File: src/rtl/reset_sequencer_pkg.sv
// Shared types for the reset sequencer: FSM state encoding.
package reset_sequencer_pkg;

    typedef enum logic [2:0] {
        ST_HOLD     = 3'd0,
        ST_WAIT_DLY = 3'd1,
        ST_WAIT_RDY = 3'd2,
        ST_DONE     = 3'd3,
        ST_FAULT    = 3'd4
    } state_e;

endpackage

File: src/rtl/reset_sequencer_sync_2ff.sv
// Two-flop synchronizer with async active-low reset and a configurable preset value.
module sync_2ff #(
    parameter int unsigned W  = 1,
    parameter logic        RV = 1'b1
) (
    input  logic         clk,
    input  logic         rst_n,
    input  logic [W-1:0] i_d,
    output logic [W-1:0] o_q
);

    logic [W-1:0] r_meta;
    logic [W-1:0] r_sync;

    always_ff @(posedge clk or negedge rst_n) begin
        if (!rst_n) begin
            r_meta <= {W{RV}};
            r_sync <= {W{RV}};
        end else begin
            r_meta <= i_d;
            r_sync <= r_meta;
        end
    end

    assign o_q = r_sync;

endmodule

File: src/rtl/reset_sequencer.sv
// Releases N_STAGE reset domains in order, DLY cycles apart, waiting for each ready.
module reset_sequencer
    import reset_sequencer_pkg::*;
#(
    parameter int unsigned N_STAGE = 4,
    parameter int unsigned DLY     = 100,
    parameter int unsigned TMO     = 1000,
    parameter int unsigned CW      = 16
) (
    input  logic                           clk,
    input  logic                           rst_n,
    input  logic                           req_i,
    input  logic [N_STAGE-1:0]             rdy_i,
    output logic [N_STAGE-1:0]             rst_out_n,
    output logic [$clog2(N_STAGE+1)-1:0]   stage_o,
    output logic                           done_o,
    output logic                           fault_o
);

    localparam int unsigned SW = $clog2(N_STAGE + 1);

    logic              w_req_s;
    state_e            r_state;
    state_e            w_state_nxt;
    logic [CW-1:0]     r_cnt;
    logic [CW-1:0]     w_cnt_nxt;
    logic [SW-1:0]     r_stage;
    logic [SW-1:0]     w_stage_nxt;
    logic [SW-1:0]     w_k;
    logic              w_rdy_k;
    logic [N_STAGE-1:0] r_rst_out_n;
    logic [N_STAGE-1:0] w_rst_nxt;
    logic              r_done;
    logic              w_done_nxt;
    logic              r_fault;
    logic              w_fault_nxt;

    sync_2ff #(
        .W  (1),
        .RV (1'b1)
    ) u_req_sync (
        .clk   (clk),
        .rst_n (rst_n),
        .i_d   (req_i),
        .o_q   (w_req_s)
    );

    assign w_k     = r_stage - SW'(1);
    assign w_rdy_k = rdy_i[w_k];

    always_ff @(posedge clk or negedge rst_n) begin
        if (!rst_n) begin
            r_state     <= ST_HOLD;
            r_cnt       <= '0;
            r_stage     <= '0;
            r_rst_out_n <= '0;
            r_done      <= 1'b0;
            r_fault     <= 1'b0;
        end else begin
            r_state     <= w_state_nxt;
            r_cnt       <= w_cnt_nxt;
            r_stage     <= w_stage_nxt;
            r_rst_out_n <= w_rst_nxt;
            r_done      <= w_done_nxt;
            r_fault     <= w_fault_nxt;
        end
    end

    // A synchronized request overrides every state transition, including a coincident ready.
    always_comb begin
        w_state_nxt = r_state;
        w_cnt_nxt   = r_cnt + CW'(1);
        w_stage_nxt = r_stage;
        if (w_req_s) begin
            w_state_nxt = ST_HOLD;
            w_cnt_nxt   = '0;
            w_stage_nxt = '0;
        end else begin
            unique case (r_state)
                ST_HOLD: begin
                    w_state_nxt = ST_WAIT_DLY;
                    w_cnt_nxt   = '0;
                    w_stage_nxt = '0;
                end
                ST_WAIT_DLY: begin
                    if (r_cnt == CW'(DLY - 1)) begin
                        w_state_nxt = ST_WAIT_RDY;
                        w_cnt_nxt   = '0;
                        w_stage_nxt = r_stage + SW'(1);
                    end
                end
                ST_WAIT_RDY: begin
                    if (w_rdy_k) begin
                        w_state_nxt = (w_k == SW'(N_STAGE - 1)) ? ST_DONE : ST_WAIT_DLY;
                        w_cnt_nxt   = '0;
                    end else if (r_cnt == CW'(TMO - 1)) begin
                        w_state_nxt = ST_FAULT;
                        w_cnt_nxt   = '0;
                        w_stage_nxt = '0;
                    end
                end
                ST_DONE: begin
                    w_cnt_nxt = '0;
                    if (rdy_i != '1) begin
                        w_state_nxt = ST_FAULT;
                        w_stage_nxt = '0;
                    end
                end
                ST_FAULT: begin
                    w_cnt_nxt   = '0;
                    w_stage_nxt = '0;
                end
                default: begin
                    w_state_nxt = ST_FAULT;
                    w_cnt_nxt   = '0;
                    w_stage_nxt = '0;
                end
            endcase
        end
    end

    always_comb begin
        w_rst_nxt = '0;
        for (int unsigned k = 0; k < N_STAGE; k++) begin
            w_rst_nxt[k] = (k < 32'(w_stage_nxt));
        end
        w_done_nxt  = (w_state_nxt == ST_DONE);
        w_fault_nxt = (w_state_nxt == ST_FAULT);
    end

    assign rst_out_n = r_rst_out_n;
    assign stage_o   = r_stage;
    assign done_o    = r_done;
    assign fault_o   = r_fault;

endmodule

File: config.mk
export PLATFORM = sky130hd
export DESIGN_NAME = reset_sequencer
export DESIGN_NICKNAME = d
export VERILOG_FILES = /design/src/rtl/reset_sequencer_pkg.sv /design/src/rtl/reset_sequencer_sync_2ff.sv /design/src/rtl/reset_sequencer.sv
export SDC_FILE = /design/constraint.sdc
export NUM_CORES = 1
export LEC_CHECK = 0
export CELL_PAD_IN_SITES_DETAIL_PLACEMENT = 2
export CELL_PAD_IN_SITES_GLOBAL_PLACEMENT = 2
export CORE_ASPECT_RATIO = 1.2
export CORE_MARGIN = 2
export CORE_UTILIZATION = 36
export DETAILED_ROUTE_END_ITERATION = 8
export PLACE_DENSITY_LB_ADDON = 0.08
export SETUP_SLACK_MARGIN = 0.4
export SLEW_MARGIN = 20
export SYNTH_ARGS = -nofsm -noshare
export SYNTH_HDL_FRONTEND = slang
export SYNTH_HIERARCHICAL = 1
export SYNTH_SLANG_ARGS = --single-unit
File: constraint.sdc
create_clock -name clk -period 2.8 [get_ports clk]
set_input_delay 0.56 -clock clk [delete_from_list [all_inputs] [get_ports clk]]
set_output_delay 0.56 -clock clk [all_outputs]
set_load 0.02 [all_outputs]
**Word level (Yosys, flattened, before mapping)**

Index checks and enable logic that the tools add are counted.

- Register bits: 30
- Output and inout port bits: 9

- $lt $le $gt $ge: 5
- Reductions and logical operators: 1
- Eq/ne operators: 10
- Muxes and demuxes: 20
- Add/subtract/negate cells: 3

Operators by type and width:

| kind | number |
|---|---|
| $mux W16 | 4 |
| $pmux W16 S2 | 1 |
| $mux W3 | 10 |
| $add A16 B1 Y16 const B | 1 |
| $eq A16 B10 Y1 const B | 1 |
| $eq A16 B7 Y1 const B | 1 |
| $pmux W3 S5 | 1 |
| $eq A3 B2 Y1 const B | 4 |
| $pmux W3 S3 | 1 |
| $eq A3 B3 Y1 const B | 2 |
| $lt A1 B3 Y1 const A | 2 |
| $lt A2 B3 Y1 const A | 2 |
| $ne A4 B4 Y1 const B | 1 |
| $add A3 B1 Y3 const B | 1 |
| $eq A3 B1 Y1 const B | 1 |
| $logic_not A3 Y1 | 1 |
| $lt A3 B3 Y1 const B | 1 |
| $sub A3 B1 Y3 const B | 1 |
| $bmux W1 S2 | 1 |
| $mux W2 | 1 |
| $mux W1 | 1 |

**Depth between registers and ports, before layout**

Gate-level depths: netlist of run 1.

- Depth after elaboration: 7
- Depth in mapped cells: 8
- Mapped depth without buffers: 8

**By module**

The synthesis of run 1 kept the hierarchy.

By module, submodules not included:

| module | area each (um^2) | seq. area each (um^2) | cells an instance | instances |
|---|---|---|---|---|
| reset_sequencer | 1446.4 | 675.6 | 144 | 1 |
| sync_2ff | 52.6 | 52.6 | 2 | 1 |

**Least setup slack after synthesis of run 1**

Ideal clock, no wire load.

- Path kind: register -> register
- Start: reg r_stage[0] (netlist: stage_o[0])
- End: reg r_cnt[6]
- Buffers on the path: 1
- Slack: 533 ps
- Required time: 2681 ps
- Period minus slack after synthesis: 2267 ps
- Data arrival time: 2148 ps
- Stages on the path, launching flop included: 9
- Path through: dfrtp_1 inv_1 ha_1 mux4_2 o41ai_4 o31ai_1 nand2_2 buf_8 nor2_2

- Word-level cells in the longest chain between the ends: 6

Ends and longest elaborated chain:

| item | RTL line | source |
|---|---|---|
| start: declaration | reset_sequencer.sv:27 | `logic [SW-1:0] r_stage;` |
| start signal: assignment | reset_sequencer.sv:62 | `r_stage <= w_stage_nxt;` |
| $sub A3 B1 Y3 | reset_sequencer.sv:48 | `assign w_k = r_stage - SW'(1);` |
| $bmux W1 S2 | reset_sequencer.sv:49 | `assign w_rdy_k = rdy_i[w_k];` |
| $mux W1 (not written as such) | reset_sequencer.sv:49 |  |
| $mux W16 | reset_sequencer.sv:93 | `if (w_rdy_k) begin` |
| $pmux W16 S2 | reset_sequencer.sv:79 | `unique case (r_state)` |
| $mux W16 | reset_sequencer.sv:74 | `if (w_req_s) begin` |
| via w_cnt_nxt[6] | reset_sequencer.sv:26 | `logic [CW-1:0] w_cnt_nxt;` |
| end signal: assignment | reset_sequencer.sv:61 | `r_cnt <= w_cnt_nxt;` |
| end: declaration | reset_sequencer.sv:25 | `logic [CW-1:0] r_cnt;` |

The timed path passes the listed nets, and every way through them passes these cells. The select of a mux whose other input is x is not followed.

**Worst setup path after layout of run 1**

- Start: in rdy_i[1]
- End: reg r_rst_out_n[0] (netlist: rst_out_n[0])

- Word-level cells in the longest chain between the ends: 6

Ends and longest elaborated chain:

| item | RTL line | source |
|---|---|---|
| start: declaration | reset_sequencer.sv:13 | `input logic [N_STAGE-1:0] rdy_i,` |
| $bmux W1 S2 | reset_sequencer.sv:49 |  |
| $mux W1 (not written as such) | reset_sequencer.sv:49 |  |
| $mux W3 | reset_sequencer.sv:93 |  |
| $pmux W3 S3 (*) | reset_sequencer.sv:79 |  |
| $mux W3 (*) | reset_sequencer.sv:74 |  |
| $lt A1 B3 Y1 (*) | reset_sequencer.sv:125 | `w_rst_nxt[k] = (k < 32'(w_stage_nxt));` |
| via w_rst_nxt[0] | reset_sequencer.sv:32 | `logic [N_STAGE-1:0] w_rst_nxt;` |
| end signal: assignment | reset_sequencer.sv:63 | `r_rst_out_n <= w_rst_nxt;` |
| end: declaration | reset_sequencer.sv:31 | `logic [N_STAGE-1:0] r_rst_out_n;` |

Mark *: on every way through the listed nets, which the timed path passes. The rest lies on a longest branch. The select of a mux whose other input is x is not followed.

==> impl_metrics.tcl, run 1 <==
set metrics [dict create \
    status "complete, no violations" \
    synth_simple_gate_area_share_pct 23.46 \
    worstMarginPinSlew_ns 0.6442 \
    clk_latency_ns 0.28 \
    whs_ns 0.3575 \
    clock_path_buffers 2 \
    synth_flop_cell "dfrtp_1" \
    hp-class "flip-flop to flip-flop" \
    track_usage_pct 17.80 \
    critPathMaxStageDelay_ns 0.54 \
    area_delta_synth_final_pct 21.70 \
    synth_top_family_by_area "simple AND/OR/NAND/NOR gates" \
    cp_max_fo 5 \
    worstSetupEndpointType "flip-flop" \
    die_y_um 74.69 \
    synth.net_count 157 \
    routed_wl_mm 3.542 \
    timing.setup.tns_ns 0 \
    setup.worst_path.start_class "input port" \
    path_cells "clkdlybuf4s50_1 -> mux4_2 -> o41ai_4 -> a21oi_2 -> a32oi_2 -> nand3_1" \
    fillers 464 \
    max_freq_mhz 435.4 \
    netlist_top_cells_area "dfrtp_1 45%, xor2_1 5.8%, nor2_2 4.2%" \
    htree_levels 2 \
    antenna_found_initial 0 \
    synth_top_area_cell "dfrtp_1" \
    relSlewSlack_pct 56.72 \
    finalHoldViolCount 0 \
    synth_edf_count 0 \
    vias_per_cell 5.099 \
    num_vias 1132 \
    avgSynthCellArea_um2 10.27 \
    worstPathArrival_ns 2.44 \
    setup_viol 0 \
    fp.dieW_um 62.91 \
    critPathBufInv 1 \
    yosysTopAreaCellShare_pct 45.08 \
    async_flop_share_pct 100.0 \
    skew_ns 0.004069 \
    slowest_stage "mux4_2" \
    cts_made_buffers 5 \
    pin_count 16 \
    ys_ff_latch 29 \
    grt_max_degree 30 \
    cp_top_family "compound AO/OA/AOI/OAI gates" \
    synth_cells 146 \
    synth_xor_area_share_pct 9.349 \
    cts_tree "yes" \
    grt-ovfl-total 0 \
    maxSlewViolCount 0 \
    max_cap_violations 0 \
    initial_core_util_pct 37.73 \
    leakagePower_nw 0.7853 \
    gp_congestion 0.8120 \
    synth_cell_type_count 36 \
    n_antenna_cell 0 \
    cts_hold_buf 0 \
    vdd_ir_drop_max_mv 0.2008 \
    cts_setup_buffers 0 \
    cts_root_buffer "clkbuf_8" \
    mappedNetlistArea_mm2 0.001499 \
    dp_hpwl_mm 2.705 \
    clk_pin_slew_ns 0.06 \
    grt_pass1_wl_mm 6.334 \
    numClockSinks 29 \
    rsz0062_at_grt "no" \
    required_ns 2.94 \
    core_area_mm2 0.003973 \
    drcViolationCount 0 \
    portBuffers 15 \
    layout-drive-gt1-share_pct 20.24 \
    die_area_mm2 0.004698 \
    criticalPathCategory "input port to flip-flop" \
    synth_seq_area_share_pct 48.58 \
    grt_pass1_vias 1314 \
    synth_compound_area_share_pct 8.514 \
    synthMuxAreaShare_pct 1.503 \
    final_nets 178 \
    min_period_ns 2.297 \
    drt_iter0_drc 26 \
    ant_nets 0 \
    yosys_warnings 6 \
    std_cell_rows 25 \
    power_density_mw_per_mm2 470.9 \
    wire_per_inst_um 15.95 \
    fin_crit_sh_pct 82.02 \
    first_pass_iters 4 \
    synth_fa_ha_area_share_pct 3.339 \
]
==> metal layers <==
layer  up-vias  part of all wire (%)  global-route usage (%)  wire length, um
met5         -                     0                       0                0
met4         0                   1.5                   8.395               53
met3         6                   3.3                   4.634              116
met2        21                    56                   32.27             1987
met1       568                    39                   19.81             1385
li1        537                     -                       -                -
==> worst register-to-register path: stages (launching register included) <==
cell and delay, ns:
dfrtp_2 0.43, inv_1 0.08, ha_1 0.32, mux4_2 0.37, o41ai_4 0.35, a21oi_2 0.13
a32oi_2 0.31, nand3_1 0.12
==> power breakdown <==
group          switching, W  leakage [nW]  internal [W]
Clock              0.000157        0.0542      0.000222
Combinational     0.0000296         0.337     0.0000218
Sequential       0.00000481         0.394      0.000424
Total              0.000191         0.785      0.000668
==> logic make-up after synthesis <==
group           after synthesis
compound gates               15
xor+xnor                     16
buf+inv                      15
mux                           1
simple gates                 66
flops                        29
fa+ha+maj                     4
==> layout make-up <==
cell class | count | area [um^2] | share of cell area (%)
Sequential cell | 29 | 729.5 | 39.99
Multi-Input combinational cell | 102 | 703.2 | 38.55
Timing Repair Buffer | 17 | 177.7 | 9.739
Clock buffer | 7 | 96.34 | 5.281
Tap cell | 54 | 67.56 | 3.704
Inverter | 12 | 45.04 | 2.469
Clock inverter | 1 | 5.005 | 0.2743
==> per-stage QoR <==
stage	worst slack [ns]	instance area, um^2	utilization (%)	power [W]	std cells
6_report	0.5034	1824	45.92	0.0008591	222
5_1_grt	0.4057	1824	45.92	0.0008987	222
4_1_cts	0.4271	1817	45.73	0.0008760	222
3_5_place_dp	0.08904	1710	43.06	0.0004888	214
3_3_place_gp	0.2125	1710	43.06	0.0004864	214
2_1_floorplan	0.5330	1499	-	0.0004611	146
==> path summary, 6_finish.rpt <==
check	start	endpoint	cells past startpoint	slack [ns]
worst max-delay path	rdy_i[1]	rst_out_n[0]	6	0.50
worst min-delay path	u_req_sync/r_meta	u_req_sync/o_q	0	0.36
worst max register to register	stage_o[0]	rst_out_n[0]	7	0.56
worst min register to register	u_req_sync/r_meta	u_req_sync/o_q	0	0.36
max in group asynchronous	rst_n	u_req_sync/r_meta	2	1.82
min in group asynchronous	rst_n	r_cnt[5]	2	0.67
==> what timing repair did <==
item                                   in CTS  in global routing
setup endpoints to repair                   4                 23
endpoints found under the hold margin       0                  0
gates resized for setup                     2                  2
pin swaps                                   0                  1
==> sequential cells by signal, summed over array words and instances, names as in the netlist <==
register	cells
done_o	1
fault_o	1
r_cnt	16
r_state	3
rst_out_n	4
stage_o	2
u_req_sync/o_q	1
u_req_sync/r_meta	1
==> layout by cell type (no fill, tap or decap), types with 2 or more instances in the layout <==
cell type | netlist | routed
inv_1 | 12 | 12
ha_1 | 4 | 4
clkbuf_8 | 0 | 7
dfrtp_1 | 27 | 26
xnor2_1 | 6 | 6
nand2_1 | 9 | 9
nor3_1 | 6 | 6
nor4_1 | 2 | 2
a31oi_1 | 2 | 2
nand4_1 | 2 | 2
nor2_1 | 15 | 15
nor2_2 | 10 | 10
dfstp_2 | 2 | 2
clkdlybuf4s50_1 | 0 | 15
nand3_1 | 12 | 12
and3_1 | 2 | 2
xor2_1 | 10 | 10
o21ai_1 | 1 | 2
a21oi_1 | 4 | 3
==> synth_stat cells (all sizes together), types with 2 or more instances <==
cell and count:
dfrtp 27, nor2 25, inv 12, nand3 12, nand2 10, xor2 10
nor3 6, xnor2 6, a21oi 5, ha 4, and3 3, buf 3
nand4 3, nor4 3, o21ai 3, a31oi 2, and4 2, dfstp 2
(Power assumes the default switching activity.)
==> run 2: changes to the inputs <==
--- a/config.mk
+++ b/config.mk
@@ -9,7 +9,7 @@
 export CELL_PAD_IN_SITES_GLOBAL_PLACEMENT = 2
 export CORE_ASPECT_RATIO = 1.2
 export CORE_MARGIN = 2
-export CORE_UTILIZATION = 36
+export CORE_UTILIZATION = 32
 export DETAILED_ROUTE_END_ITERATION = 8
 export PLACE_DENSITY_LB_ADDON = 0.08
 export SETUP_SLACK_MARGIN = 0.4
==> constraint.sdc (replaced) <==
create_clock -name clk -period 2.1 [get_ports clk]
set_input_delay 0.42 -clock clk [delete_from_list [all_inputs] [get_ports clk]]
set_output_delay 0.42 -clock clk [all_outputs]
set_load 0.02 [all_outputs]
==> run 2 against run 1 <==
Against the previous run:
- non-clock buffer count grew 16
- hold slack gained 0.0016 ns
- setup slack lost 0.44 ns
- highest routed layer unchanged
==> impl_metrics.tcl, run 2 (same netlist as run 1, synthesis figures left out) <==
set metrics [dict create \
    grt_max_degree 30 \
    vias_per_cell 5.008 \
    clk_pin_slew_ns 0.06 \
    dp_hpwl_mm 2.917 \
    cts_hold_buf 0 \
    required_ns 2.27 \
    clock_path_buffers 2 \
    first_pass_iters 3 \
    portBuffers 15 \
    cts_tree "yes" \
    rr_worst_depth 9 \
    worstPathArrival_ns 2.21 \
    final_nets 194 \
    area_delta_synth_final_pct 35.39 \
    fp.dieW_um 66.48 \
    criticalPathCategory "flip-flop to flip-flop" \
    worstHoldEndpoint "u_req_sync/o_q" \
    hp-class "flip-flop to flip-flop" \
    leakagePower_nw 0.8890 \
    critPathBufInv 3 \
    timing.setup.tns_ns 0 \
    n_antenna_cell 0 \
    htree_levels 2 \
    maxSlewViolCount 0 \
    gp_congestion 0.7604 \
    ant_nets 0 \
    numClockSinks 29 \
    wire_per_inst_um 15.87 \
    worstMarginPinSlew_ns 0.6854 \
    layout_common_cells "24 x dfrtp_1, 15 x buf_4, 14 x nor2_1" \
    die_area_mm2 0.005250 \
    power.total_w 0.001098 \
    whs_path_depth 0 \
    placed_cell_area_mm2 0.001826 \
    path_cells "inv_2 -> ha_4 -> mux4_2 -> o41ai_4 -> buf_4 -> o31ai_4 -> nand2_2 -> buf_12 -> nor2_1" \
    grt_pass1_wl_mm 6.499 \
    min_from "u_req_sync/r_meta" \
    routed_wl_mm 3.841 \
    pin_count 16 \
    largest_register_ffs 16 \
    drcViolationCount 0 \
    cts_made_buffers 5 \
    max_freq_mhz 490.4 \
    die_y_um 78.97 \
    grt_pass1_vias 1374 \
    grt-ovfl-total 0 \
    antenna_found_initial 0 \
    vdd_ir_drop_max_mv 0.2481 \
    fin_crit_sh_pct 97.09 \
    num_vias 1212 \
    worstSetupEndpointType "flip-flop" \
    max_cap_violations 0 \
    clk_latency_ns 0.28 \
    setup_viol 0 \
    power_density_mw_per_mm2 540.9 \
    std_cell_rows 27 \
    skew_ns 0.003717 \
    finalHoldViolCount 0 \
    status "complete, no violations" \
    track_usage_pct 16.60 \
    rr_endpoint "r_cnt[4]" \
    core_area_mm2 0.004561 \
    final_common_cell "dfrtp_1" \
    largest-register "r_cnt" \
    place_worst_setup_slack_ns -0.3462 \
    initial_core_util_pct 32.87 \
    setup.worst_path.start_class "flip-flop" \
    cp_max_fo 15 \
    cp_top_family "buffers and inverters" \
    design_area_mm2 0.002029 \
    r2r_setup_slack_ns 0.06 \
    relSlewSlack_pct 53.96 \
    critPathMaxStageDelay_ns 0.39 \
    rsz0062_at_grt "yes" \
    cts_root_buffer "clkbuf_8" \
    drt_iter0_drc 53 \
    layout-drive-gt1-share_pct 34.78 \
    min_period_ns 2.039 \
    layout_setup_ws_ns 0.06105 \
    slowest_stage "dfrtp_2" \
    r2r_start "stage_o[0]" \
]
[run 2: power breakdown]
group          switching, W  internal (W)  total (W)
sequential       0.00000645      0.000566   0.000572
combinational     0.0000509     0.0000416  0.0000925
clock              0.000198      0.000235   0.000433
[run 2: worst max path at each step]
stage,start,end,cells after the start
after floorplan,stage_o[0],rst_out_n[0],7
after global placement,rdy_i[0],rst_out_n[0],6
after detailed placement,rdy_i[0],rst_out_n[2],6
after CTS,stage_o[0],r_cnt[4],9
after global routing,stage_o[0],rst_out_n[0],7
final,stage_o[0],r_cnt[4],9
[run 2: repair_timing]
item / CTS / global route
resized for setup: 13 / 18
setup buffers: 2 / 3
pin swaps: 3 / 4
endpoints found under the setup margin: 31 / 27
[run 2: area by class of cell]
class	count	area (um^2)
inverters	12	45.04
multi-input cells	102	808.3
fillers	501	2531
well taps	58	72.57
clock buffers	8	80.08
repair buffers	33	291.5
flip-flops and latches	29	732.0
[run 2: metrics by stage]
stage	util, %	instances	hold slack (ns)
3_5_place_dp	40.03	229	0.3487
4_1_cts	42.39	239	0.3595
2_1_floorplan	-	146	0.1244
5_1_grt	44.50	242	0.3679
3_3_place_gp	40.03	229	0.3478
6_report	44.50	242	0.3592
[run 2: routing by layer]
metal	vias to the layer above	global-route usage [%]	wire, um
li1	567	-	-
met1	616	17.89	1502
met2	20	29.80	2130
met3	9	4.391	98
met4	0	7.347	110
met5	-	0	0
